===== config.mk =====
export PLATFORM = sky130hd
export DESIGN_NAME = core_run_initiator_flat
export DESIGN_NICKNAME = d
export VERILOG_FILES = /design/src/rtl/core_run_initiator_if.sv /design/src/rtl/core_run_initiator.sv /design/src/flat_wrapper.sv
export SDC_FILE = /design/constraint.sdc
export NUM_CORES = 1
export LEC_CHECK = 0
export ABC_CLOCK_PERIOD_IN_PS = 2800
export CORE_AREA = 3 3 68 70
export DETAILED_ROUTE_END_ITERATION = 8
export DIE_AREA = 0 0 71 73
export HOLD_SLACK_MARGIN = 0.02
export MAX_ROUTING_LAYER = met4
export PLACE_DENSITY_LB_ADDON = 0.05
export SETUP_SLACK_MARGIN = 0.02
export SLEW_MARGIN = 20
export SYNTH_ARGS = -nofsm -noshare
export SYNTH_HDL_FRONTEND = slang
export SYNTH_SLANG_ARGS = --single-unit

===== constraint.sdc =====
create_clock -name clk -period 2.8 [get_ports clk]
set_clock_uncertainty 0.1 [all_clocks]
set_input_delay 0.56 -clock clk [delete_from_list [all_inputs] [get_ports clk]]
set_output_delay 0.56 -clock clk [all_outputs]
set_load 0.01 [all_outputs]

===== src/rtl/core_run_initiator_if.sv =====
// Run-handshake bundle between the host/harness side and core_run_initiator.
// Carries the run request/abort, the core's ack, the core reset/start drives
// and the run result (busy, done pulse, timeout flag, cycle and run counts).
interface core_run_initiator_if #(
  parameter int CNT_W = 16
) ();
  logic             go;
  logic             abort;
  logic             core_ack;
  logic             core_reset;
  logic             core_start;
  logic             busy;
  logic             done;
  logic             timed_out;
  logic [CNT_W-1:0] cycle_count;
  logic [7:0]       run_count;

  // Host / harness side: issues requests, models the core's ack.
  modport master (
    output go, abort, core_ack,
    input  core_reset, core_start, busy, done, timed_out, cycle_count, run_count
  );

  // Initiator side.
  modport slave (
    input  go, abort, core_ack,
    output core_reset, core_start, busy, done, timed_out, cycle_count, run_count
  );
endinterface


===== src/rtl/core_run_initiator.sv =====
// Host-side initiator for the core start/ack run handshake.
// Ports: clk, reset (sync, active-high); run_if (slave): go/abort/core_ack in,
//   core_reset/core_start/busy/done/timed_out/cycle_count/run_count out.
// Sequence: IDLE -> RST (core_reset) -> START (core_start) -> WAIT (count until
//   ack or timeout) -> FINISH (done pulse) -> IDLE. All outputs registered.
module core_run_initiator #(
  parameter int RESET_CYCLES      = 2,
  parameter int START_HOLD_CYCLES = 2,
  parameter int TIMEOUT_CYCLES    = 4096,
  parameter int CNT_W             = 16
) (
  input  logic            clk,
  input  logic            reset,
  core_run_initiator_if.slave run_if
);

  typedef enum logic [2:0] {
    S_IDLE,
    S_RST,
    S_START,
    S_WAIT,
    S_FINISH
  } state_t;

  localparam logic [CNT_W-1:0] RST_LAST   = CNT_W'(RESET_CYCLES - 1);
  localparam logic [CNT_W-1:0] START_LAST = CNT_W'(START_HOLD_CYCLES - 1);
  localparam logic [CNT_W-1:0] WAIT_LAST  = CNT_W'(TIMEOUT_CYCLES - 1);
  localparam logic [CNT_W-1:0] TIMEOUT_V  = CNT_W'(TIMEOUT_CYCLES);

  state_t           r_state;
  logic [CNT_W-1:0] r_cnt;        // cycles spent in the current state
  logic             r_core_reset;
  logic             r_core_start;
  logic             r_busy;
  logic             r_done;
  logic             r_timed_out;
  logic [CNT_W-1:0] r_cycle_count;
  logic [7:0]       r_run_count;

  always_ff @(posedge clk) begin
    if (reset) begin
      r_state       <= S_IDLE;
      r_cnt         <= '0;
      r_core_reset  <= 1'b0;
      r_core_start  <= 1'b0;
      r_busy        <= 1'b0;
      r_done        <= 1'b0;
      r_timed_out   <= 1'b0;
      r_cycle_count <= '0;
      r_run_count   <= '0;
    end else begin
      r_done <= 1'b0;
      case (r_state)
        S_IDLE: begin
          if (run_if.go) begin
            r_state      <= S_RST;
            r_cnt        <= '0;
            r_core_reset <= 1'b1;
            r_busy       <= 1'b1;
          end
        end

        S_RST: begin
          if (run_if.abort) begin
            r_state      <= S_IDLE;
            r_cnt        <= '0;
            r_core_reset <= 1'b0;
            r_busy       <= 1'b0;
          end else if (r_cnt == RST_LAST) begin
            r_state      <= S_START;
            r_cnt        <= '0;
            r_core_reset <= 1'b0;
            r_core_start <= 1'b1;
          end else begin
            r_cnt <= r_cnt + 1'b1;
          end
        end

        // core_ack is deliberately not looked at: the core is not running yet.
        S_START: begin
          if (run_if.abort) begin
            r_state      <= S_IDLE;
            r_cnt        <= '0;
            r_core_start <= 1'b0;
            r_busy       <= 1'b0;
          end else if (r_cnt == START_LAST) begin
            r_state      <= S_WAIT;
            r_cnt        <= '0;
            r_core_start <= 1'b0;
          end else begin
            r_cnt <= r_cnt + 1'b1;
          end
        end

        // Priority: abort, then ack, then timeout. An ack on the last
        // allowed cycle is still a success.
        S_WAIT: begin
          if (run_if.abort) begin
            r_state <= S_IDLE;
            r_cnt   <= '0;
            r_busy  <= 1'b0;
          end else if (run_if.core_ack) begin
            r_state       <= S_FINISH;
            r_cycle_count <= r_cnt;
            r_timed_out   <= 1'b0;
            r_done        <= 1'b1;
            r_run_count   <= r_run_count + 8'd1;
          end else if (r_cnt == WAIT_LAST) begin
            r_state       <= S_FINISH;
            r_cycle_count <= TIMEOUT_V;
            r_timed_out   <= 1'b1;
            r_done        <= 1'b1;
            r_run_count   <= r_run_count + 8'd1;
          end else begin
            r_cnt <= r_cnt + 1'b1;
          end
        end

        // go and abort are both ignored here; the run always completes.
        S_FINISH: begin
          r_state <= S_IDLE;
          r_cnt   <= '0;
          r_busy  <= 1'b0;
        end

        default: begin
          r_state      <= S_IDLE;
          r_cnt        <= '0;
          r_core_reset <= 1'b0;
          r_core_start <= 1'b0;
          r_busy       <= 1'b0;
        end
      endcase
    end
  end

  assign run_if.core_reset  = r_core_reset;
  assign run_if.core_start  = r_core_start;
  assign run_if.busy        = r_busy;
  assign run_if.done        = r_done;
  assign run_if.timed_out   = r_timed_out;
  assign run_if.cycle_count = r_cycle_count;
  assign run_if.run_count   = r_run_count;

endmodule


===== src/flat_wrapper.sv =====
// flat-port wrapper written by rule: the top's interface ports become plain ports
module core_run_initiator_flat 
#(
  parameter int RESET_CYCLES      = 2,
  parameter int START_HOLD_CYCLES = 2,
  parameter int TIMEOUT_CYCLES    = 4096,
  parameter int CNT_W             = 16
)
  (clk, reset, run_if_go, run_if_abort, run_if_core_ack, run_if_core_reset, run_if_core_start, run_if_busy, run_if_done, run_if_timed_out, run_if_cycle_count, run_if_run_count);
  core_run_initiator_if #(.CNT_W(CNT_W)) run_if_i ();
  input  logic clk;
  input  logic reset;
  input wire logic [$bits(run_if_i.go)-1:0] run_if_go;
  input wire logic [$bits(run_if_i.abort)-1:0] run_if_abort;
  input wire logic [$bits(run_if_i.core_ack)-1:0] run_if_core_ack;
  output wire logic [$bits(run_if_i.core_reset)-1:0] run_if_core_reset;
  output wire logic [$bits(run_if_i.core_start)-1:0] run_if_core_start;
  output wire logic [$bits(run_if_i.busy)-1:0] run_if_busy;
  output wire logic [$bits(run_if_i.done)-1:0] run_if_done;
  output wire logic [$bits(run_if_i.timed_out)-1:0] run_if_timed_out;
  output wire logic [$bits(run_if_i.cycle_count)-1:0] run_if_cycle_count;
  output wire logic [$bits(run_if_i.run_count)-1:0] run_if_run_count;
  assign run_if_i.go = run_if_go;
  assign run_if_i.abort = run_if_abort;
  assign run_if_i.core_ack = run_if_core_ack;
  assign run_if_core_reset = run_if_i.core_reset;
  assign run_if_core_start = run_if_i.core_start;
  assign run_if_busy = run_if_i.busy;
  assign run_if_done = run_if_i.done;
  assign run_if_timed_out = run_if_i.timed_out;
  assign run_if_cycle_count = run_if_i.cycle_count;
  assign run_if_run_count = run_if_i.run_count;
  core_run_initiator #(.RESET_CYCLES(RESET_CYCLES), .START_HOLD_CYCLES(START_HOLD_CYCLES), .TIMEOUT_CYCLES(TIMEOUT_CYCLES), .CNT_W(CNT_W)) u_core (.clk(clk), .reset(reset), .run_if(run_if_i));
endmodule

==> flow_metrics.py <==
metrics = {
    "floorplan": {
        "rows": 23,
        "die_h_um": 73,
        "die-area_um2": 5180,
        "chipWidth_um": 71,
        "initial_core_util_pct": 56.7,
        "io_pins": 34,
        "core-area_um2": 4030,
    },
    "logic_synthesis": {
        "ys.flop_type": "dfxtp_1",
        "syn_avg_cell_area_um2": 8.78,
        "synthArstFlopShare_pct": 0,
        "syn_area_um2": 2280,
        "synth_top_area_share_pct": 42.1,
        "ys_ff_latch": 48,
        "synth_cell_types": 45,
        "synth-edff-count": 0,
        "yosysWarnings": 0,
        "synthTopCellsByArea": "dfxtp_1 (42%), nor2_1 (6.6%), a22oi_1 (5.3%), nand3_1 (3.1%), xnor2_1 (2.7%)",
        "synth_cells": 260,
        "ys_seq_area_share_pct": 42.1,
        "synth_fp_nets": 268,
        "synth_top_cell_by_area": "dfxtp_1",
    },
    "global_route": {
        "grt_pass1_vias": 1858,
        "grt_use_met2_pct": 35.3,
        "grt-ovfl-total": 0,
        "grt_usage_pct": 22.5,
        "grt_pass1_wl_um": 9090,
        "grt_max_degree": 35,
        "grt-busiest-layer": "met2",
        "grtUsageMet3_pct": 5.51,
        "grt_antenna_before_repair": 0,
        "use_met1_pct": 29.2,
    },
    "clocking": {
        "cts_tree": "yes",
        "cts_hold_buf": 0,
        "clk_latency_ns": 0.30,
        "cts_resized": 0,
        "clockBufferDepth": 2,
        "clock-sinks": 48,
        "clkTransAtPathRegs_ns": 0.09,
        "cts-root-buf": "clkbuf_8",
        "post_cts_buffers": 0,
        "cts-htree-levels": 2,
        "cts_buffers": 5,
    },
    "drt": {
        "num_vias": 2004,
        "ant_nets": 0,
        "drcViolationCount": 0,
        "drt_iter0_markers": 177,
        "firstDrtPassIters": 5,
        "drt-wirelength-per-cell_um": 15.1,
        "drt-vias-per-instance": 5.89,
        "routed_wl_um": 5130,
    },
    "sta": {
        "maxSlewViolCount": 0,
        "slew_headroom_pct": 65.1,
        "clock.fmax_mhz": 422,
        "worst_slew_pin_slew_ns": 0.524,
        "tns_ns": 0,
        "holdWs_ns": 0.381,
        "finalHoldViolCount": 0,
        "period_share_pct": 84.7,
        "final.setup.worst_slack_ns": 0.428,
        "min_period_ns": 2.37,
        "rsz0062_at_grt": "no",
        "final-setup-viol-count": 0,
    },
    "worst_setup_path": {
        "start_kind": "input pin",
        "critPathKind": "input pin to flop",
        "end_kind": "flop",
        "crit_arrival_ns": 2.51,
        "worst_ep_required_time_ns": 2.94,
        "path_max_fanout": 11,
    },
    "placement": {
        "place_congestion": 0.931,
        "dp_hpwl_um": 3590,
        "dp_slack_ns": 0.135,
        "port_buffers": 33,
        "placed_area_um2": 2630,
    },
    "pwr": {
        "vdd_drop_max_mv": 0.505,
        "powerDensity_nw_per_um2": 482,
        "p_leak_nw": 0.907,
    },
    "layout": {
        "design_area_um2": 2750,
        "fill_cells": 343,
        "final_common_cell": "dfxtp_1",
        "drive_gt1_share_pct": 7.24,
        "fin_nets": 297,
        "num_antenna_cells": 0,
        "layout_common_cells": "dfxtp_1 (48), nor2_1 (40), clkdlybuf4s50_1 (33)",
        "area_growth_pct": 20.5,
    },
    "outcome": {
        "status": "finished clean",
    },
    "flow_run": {
        "cap_violations": 0,
    },
    "hold_path": {
        "hold_class": "flop to flop",
    },
}
sequential cells by signal, indices dropped and copies added (netlist names):
name,flops
u_core.r_cnt,16
u_core.run_if.cycle_count,16
u_core.run_if.run_count,8
u_core.r_state,3
u_core.run_if.busy,1
u_core.run_if.core_reset,1
u_core.run_if.core_start,1
u_core.run_if.done,1
u_core.run_if.timed_out,1
cell usage after synthesis (6+ instances only):
master / n
a21oi_1: 11
a22oi_1: 16
nand3_1: 14
nand2_1: 8
xnor2_1: 7
dfxtp_1: 48
nor2_1: 40
or3_1: 8
inv_1: 8
nor3_1: 8
a211oi_1: 6
o21ai_0: 12
clkbuf_1: 6
buf_2: 7
xor2_1: 6
metrics by stage:
step | std cells | util (%) | power (mW)
final | 340 | 68.3 | 1.33
after global routing | 340 | 68.3 | 1.38
after CTS | 340 | 68.3 | 1.34
after detailed placement | 332 | 65.3 | 0.816
after global placement | 332 | 65.3 | 0.815
after floorplan | 260 | - | 0.785
cells by family after synthesis:
logic type | after synthesis | share of synthesized area [%]
AND/OR/NAND/NOR | 107 | 26.0
AO/OA/AOI/OAI | 61 | 18.1
flip-flops | 48 | 42.1
buffers and inverters | 25 | 5.81
XOR/XNOR | 13 | 4.99
multiplexers | 3 | 1.32
adder cells (fa/ha/maj) | 3 | 1.64
layer usage:
metal	wire (um)	share of wire, %
met5	0	0
met1	2500	49
met3	341	6.6
met4	24	0.47
met2	2270	44
layout make-up:
type | count | area [um^2] | area share [%]
Timing Repair Buffer | 39 | 388 | 14.1
Sequential cell | 48 | 961 | 34.9
Clock inverter | 2 | 38.8 | 1.41
Multi-Input combinational cell | 187 | 1190 | 43.2
Clock buffer | 6 | 82.6 | 3.00
Inverter | 8 | 30.0 | 1.09
Tap cell | 50 | 62.6 | 2.27
critical path, cell delays in order:
cell and delay [ns]:
clkdlybuf4s50_1 0.60, nor4bb_1 0.09, buf_4 0.19, nor4_2 0.27, a31oi_1 0.06, buf_4 0.18
or4_1 0.40, a21oi_1 0.15
path summary, 6_finish.rpt:
kind,from,endpoint,slack [ns],cells past startpoint
worst max-delay path,run_if_abort,u_core.r_cnt[11]$_SDFFE_PP0P_,0.43,8
worst min-delay path,u_core.run_if.cycle_count[12]$_SDFFE_PP0P_,u_core.run_if.cycle_count[12]$_SDFFE_PP0P_,0.38,2
worst max register to register,u_core.r_cnt[0]$_SDFFE_PP0P_,u_core.r_cnt[1]$_SDFFE_PP0P_,0.67,5
worst min register to register,u_core.run_if.cycle_count[12]$_SDFFE_PP0P_,u_core.run_if.cycle_count[12]$_SDFFE_PP0P_,0.38,2
power by group:
group          internal [mW]  switching [mW]
Clock                  0.292           0.233
Sequential             0.690          0.0114
Combinational         0.0401          0.0593
(Power assumes the default switching activity.)
==> variant 1: new RTL, same settings <==
`CNT_W` is set to 16 in 3 places; all go to 18.
--- a/src/rtl/core_run_initiator_if.sv
+++ b/src/rtl/core_run_initiator_if.sv
@@ -2,7 +2,7 @@
 // Carries the run request/abort, the core's ack, the core reset/start drives
 // and the run result (busy, done pulse, timeout flag, cycle and run counts).
 interface core_run_initiator_if #(
-  parameter int CNT_W = 16
+  parameter int CNT_W = 18
 ) ();
   logic             go;
   logic             abort;
--- a/src/rtl/core_run_initiator.sv
+++ b/src/rtl/core_run_initiator.sv
@@ -7,7 +7,7 @@
   parameter int RESET_CYCLES      = 2,
   parameter int START_HOLD_CYCLES = 2,
   parameter int TIMEOUT_CYCLES    = 4096,
-  parameter int CNT_W             = 16
+  parameter int CNT_W             = 18
 ) (
   input  logic            clk,
   input  logic            reset,
--- a/src/flat_wrapper.sv
+++ b/src/flat_wrapper.sv
@@ -4,7 +4,7 @@
   parameter int RESET_CYCLES      = 2,
   parameter int START_HOLD_CYCLES = 2,
   parameter int TIMEOUT_CYCLES    = 4096,
-  parameter int CNT_W             = 16
+  parameter int CNT_W             = 18
 )
   (clk, reset, run_if_go, run_if_abort, run_if_core_ack, run_if_core_reset, run_if_core_start, run_if_busy, run_if_done, run_if_timed_out, run_if_cycle_count, run_if_run_count);
   core_run_initiator_if #(.CNT_W(CNT_W)) run_if_i ();
Interface: changed (resized run_if_cycle_count); port bits go from 34 to 36. No check against the original RTL was run, so the function may have changed too.
==> variant 1 against the original RTL <==
Wire length is 25% higher. Sequential cell count is 4 higher. Utilization is 8.0 points higher. Total power is 4.1% higher. Setup slack worse by 0.19 ns. Clock power is 2% lower. Global-route usage is 3.6 points higher. Final area is 12% higher. Synthesized area is 8.5% higher. Non-clock buffer count is 14 higher. Critical path type unchanged. Largest power group unchanged.
==> variant 1: results (changes against the original RTL) <==
| Metric | Value |
|---|---|
| Status | complete, no violations |
| Fin nets | 334 (+12%) |
| Worst hold start | u_core.run_if.run_count[4] |
| 1st-iter DRT viols | 154 (-13%) |
| Post-DP HPWL | 4441 um (+24%) |
| Crit-path max FO | 15 (+4) |
| Post-synth top cells | 52 x dfxtp_1, 28 x nor2_1, 20 x a22oi_1 |
| Synth Area in Adders | 1.514% (-0.13 points) |
| Largest net degree at the start of global routing | 36 (+2.9%) |
| Place WS | 0.05902 ns (-0.07622 ns) |
| Post-Synth XOR/XNOR Area | 0.7067% (-4.3 points) |
| Vias in the first global route | 2206 (+19%) |
| First-pass GRT wire length | 10490 um (+15%) |
| Post-synthesis compound-gate area fraction | 24.13% (+6.0 points) |
| Seq/Total Area, Yosys | 42.00% (-0.083 points) |
| Worst path arrival time | 2.66 ns (+0.15 ns) |
| Crit path largest cell delay | 0.42 ns (-0.18 ns) |
| Tot GR Track Use | 26.12% (+3.6 points) |
| Post-DP Area | 0.002967 mm2 (+13%) |
| Normalized max-slew margin | 48.66% (-16 points) |
| Syn Nets | 298 (+11%) |
| Average size of a mapped cell | 8.547 um2 (-2.7%) |
| Synth area leaders | dfxtp_1 42%, a22oi_1 6.1%, nor2_1 4.2% |
| Static Leak | 1.056 nW (+16%) |
| Post-synth cell types | 51 (+13%) |
| Crit path time final | 2.558 ns (+0.1855 ns) |
| Final WL | 6419 um (+25%) |
| Inst Count DP | 369 (+11%) |
| Port-buffer cells | 35 (+6.1%) |
| Fraction of layout cells with a size suffix above 1 | 9.786% (+2.5 points) |
| R2r setup slk | 0.28 ns (-0.39 ns) |
variant 1: power breakdown:
part           leakage [nW]  switching (W)  total [W]  internal, W
combinational         0.581      0.0000607   0.000107    0.0000464
sequential            0.420      0.0000104   0.000756     0.000745
clock                0.0552       0.000252   0.000517     0.000266
total                  1.06       0.000323    0.00138      0.00106
variant 1: cell type report:
type                            instances  area [um2]
Tap cell                               50       62.56
Clock buffer                            6       72.57
Clock inverter                          2       35.03
Sequential cell                        52        1041
Inverter                                8       30.03
Timing Repair Buffer                   53       523.0
Fill cell                             302       954.7
Multi-Input combinational cell        206        1310
variant 1: cell families (layout without fill, tap and decap cells):
logic type,after synthesis,in the layout
flops,52,52
mux,4,4
buf+inv,32,69
fa+ha+maj,3,3
compound gates,84,84
xor+xnor,2,2
simple gates,113,113
variant 1: tightest hold or removal path: cells and delay by family, from the launching register on:
kind / cells / cell delay [ns]
flip-flops: 1 / 0.33
AO/OA/AOI/OAI: 2 / 0.13
variant 1: final timing paths:
kind	to	cells past startpoint
min reg2reg	u_core.run_if.run_count[4]	2
max	u_core.r_cnt[9]	8
max reg2reg	u_core.r_cnt[9]	7
min	u_core.run_if.run_count[4]	2
variant 1: per-layer routing:
layer | up-vias | part of all wire, % | track usage, %
li1 | 1165 | - | -
met1 | 1129 | 46 | 36.84
met2 | 99 | 45 | 36.35
met3 | 9 | 6.9 | 5.234
met4 | 0 | 1.6 | 10.86
met5 | - | 0 | -
==> variant 2: new RTL, config.mk and constraints unchanged <==
Without the edit above. Re-encode `state_t` (5 states) as Gray code, 3 bits wide.
--- a/src/rtl/core_run_initiator.sv
+++ b/src/rtl/core_run_initiator.sv
@@ -15,11 +15,11 @@
 );
 
   typedef enum logic [2:0] {
-    S_IDLE,
-    S_RST,
-    S_START,
-    S_WAIT,
-    S_FINISH
+    S_IDLE   = 3'b000,
+    S_RST    = 3'b001,
+    S_START  = 3'b011,
+    S_WAIT   = 3'b010,
+    S_FINISH = 3'b110
   } state_t;
 
   localparam logic [CNT_W-1:0] RST_LAST   = CNT_W'(RESET_CYCLES - 1);
Formal check against the unedited RTL: no difference found for any inputs over 10 cycles, from zero or initial values and one cycle with reset high; not proved beyond that.
==> variant 2 against the original RTL <==
Die area is the same. Total power decreased by 2.2%. Synthesized area down 4.4%. Wire length fell by 8.4%. Setup slack improved by 0.097 ns. Register-to-register slack got worse by 0.15 ns. Non-clock buffer count is 1 higher. Critical path depth shrank 2. Final area fell by 3.1%. Sequential cell count stayed put. Largest power group unchanged. Critical endpoint is now u_core.run_if.cycle_count[7]. First-iteration DRC count is 38% lower. Synthesized cell count decreased by 2.7%. Largest cell class unchanged.
==> variant 2: results (changes against the original RTL) <==
| Metric | Value |
|---|---|
| Fin nets | 291 (-2.0%) |
| Vias per cell | 5.763 (-2.2%) |
| Vias in the first global route | 1773 (-4.6%) |
| Comb power frac | 8.2% (+0.7 points) |
| First-pass GRT wire length | 8121 um (-11%) |
| Worst path slowest cell | dfxtp_1 |
| Clock power share | 37.7% (-1.9 points) |
| Met2 Use GR | 31.93% (-3.4 points) |
| Gpl congestion | 0.8406 (-9.7%) |
| Fraction of layout cells with a size suffix above 1 | 6.690% (-0.55 points) |
| Non-filler cells, final | 334 (-1.8%) |
| Synth Area in Adders | 1.719% (+0.075 points) |
| Post-synthesis compound-gate area fraction | 19.08% (+0.95 points) |
| Net switching power | 0.0002960 W (-2.7%) |
| Status | complete, no violations |
| Worst path arrival time | 2.35 ns (-0.16 ns) |
| Seq/Total Area, Yosys | 44.01% (+1.9 points) |
| Met2 routed WL | 2143 um (-5.5%) |
| Wl on met1 | 2280 um (-8.7%) |
| Tot GR Track Use | 20.01% (-2.5 points) |
| Crit. Startpoint | u_core.r_cnt[0] |
| Met3 Use GR | 4.132% (-1.4 points) |
| Post-Synth XOR/XNOR Area | 4.413% (-0.57 points) |
| Post-synthesis mux area share | 0% (-1.3 points) |
| Setup WS post-layout | 0.5244 ns (+0.09656 ns) |
| Post-synth top cells | 48 x dfxtp_1, 38 x nor2_1, 16 x a21oi_1 |
| Crit path largest cell delay | 0.44 ns (-0.16 ns) |
| Initial DRT Pass Iterations | 4 (-1) |
| Largest net degree at the start of global routing | 26 (-26%) |
| Static Leak | 0.8729 nW (-3.8%) |
| GR Layer Usage met1 | 25.30% (-3.9 points) |
| Max IR drop VDD | 0.2987 mV (-41%) |
## variant 2: changes by cell type after synthesis, sizes merged, moves of 3 or more
cell / delta
nand3: -9
nand2: +6
or4: +5
a21oi: +4
nor3: -4
mux2i: -3
nor4: -3
o21ai: -3
## variant 2: final cells by class
| type | count | area, um2 | share of cell area (%) |
|---|---|---|---|
| timing repair buffer | 40 | 395.4 | 14.83 |
| sequential | 48 | 960.9 | 36.04 |
| tap | 50 | 62.56 | 2.346 |
| multi-input combinational | 181 | 1114 | 41.76 |
| inverter | 7 | 26.28 | 0.9855 |
| clock buffer | 6 | 72.57 | 2.722 |
| clock inverter | 2 | 35.03 | 1.314 |
## variant 2: path summary, 6_finish.rpt
check / cells after the start / endpoint / slack (ns)
setup / recovery: 6 / u_core.run_if.cycle_count[7] / 0.52
hold / removal: 1 / u_core.run_if.timed_out / 0.37
setup reg to reg: 6 / u_core.run_if.cycle_count[7] / 0.52
hold reg to reg: 1 / u_core.run_if.timed_out / 0.37
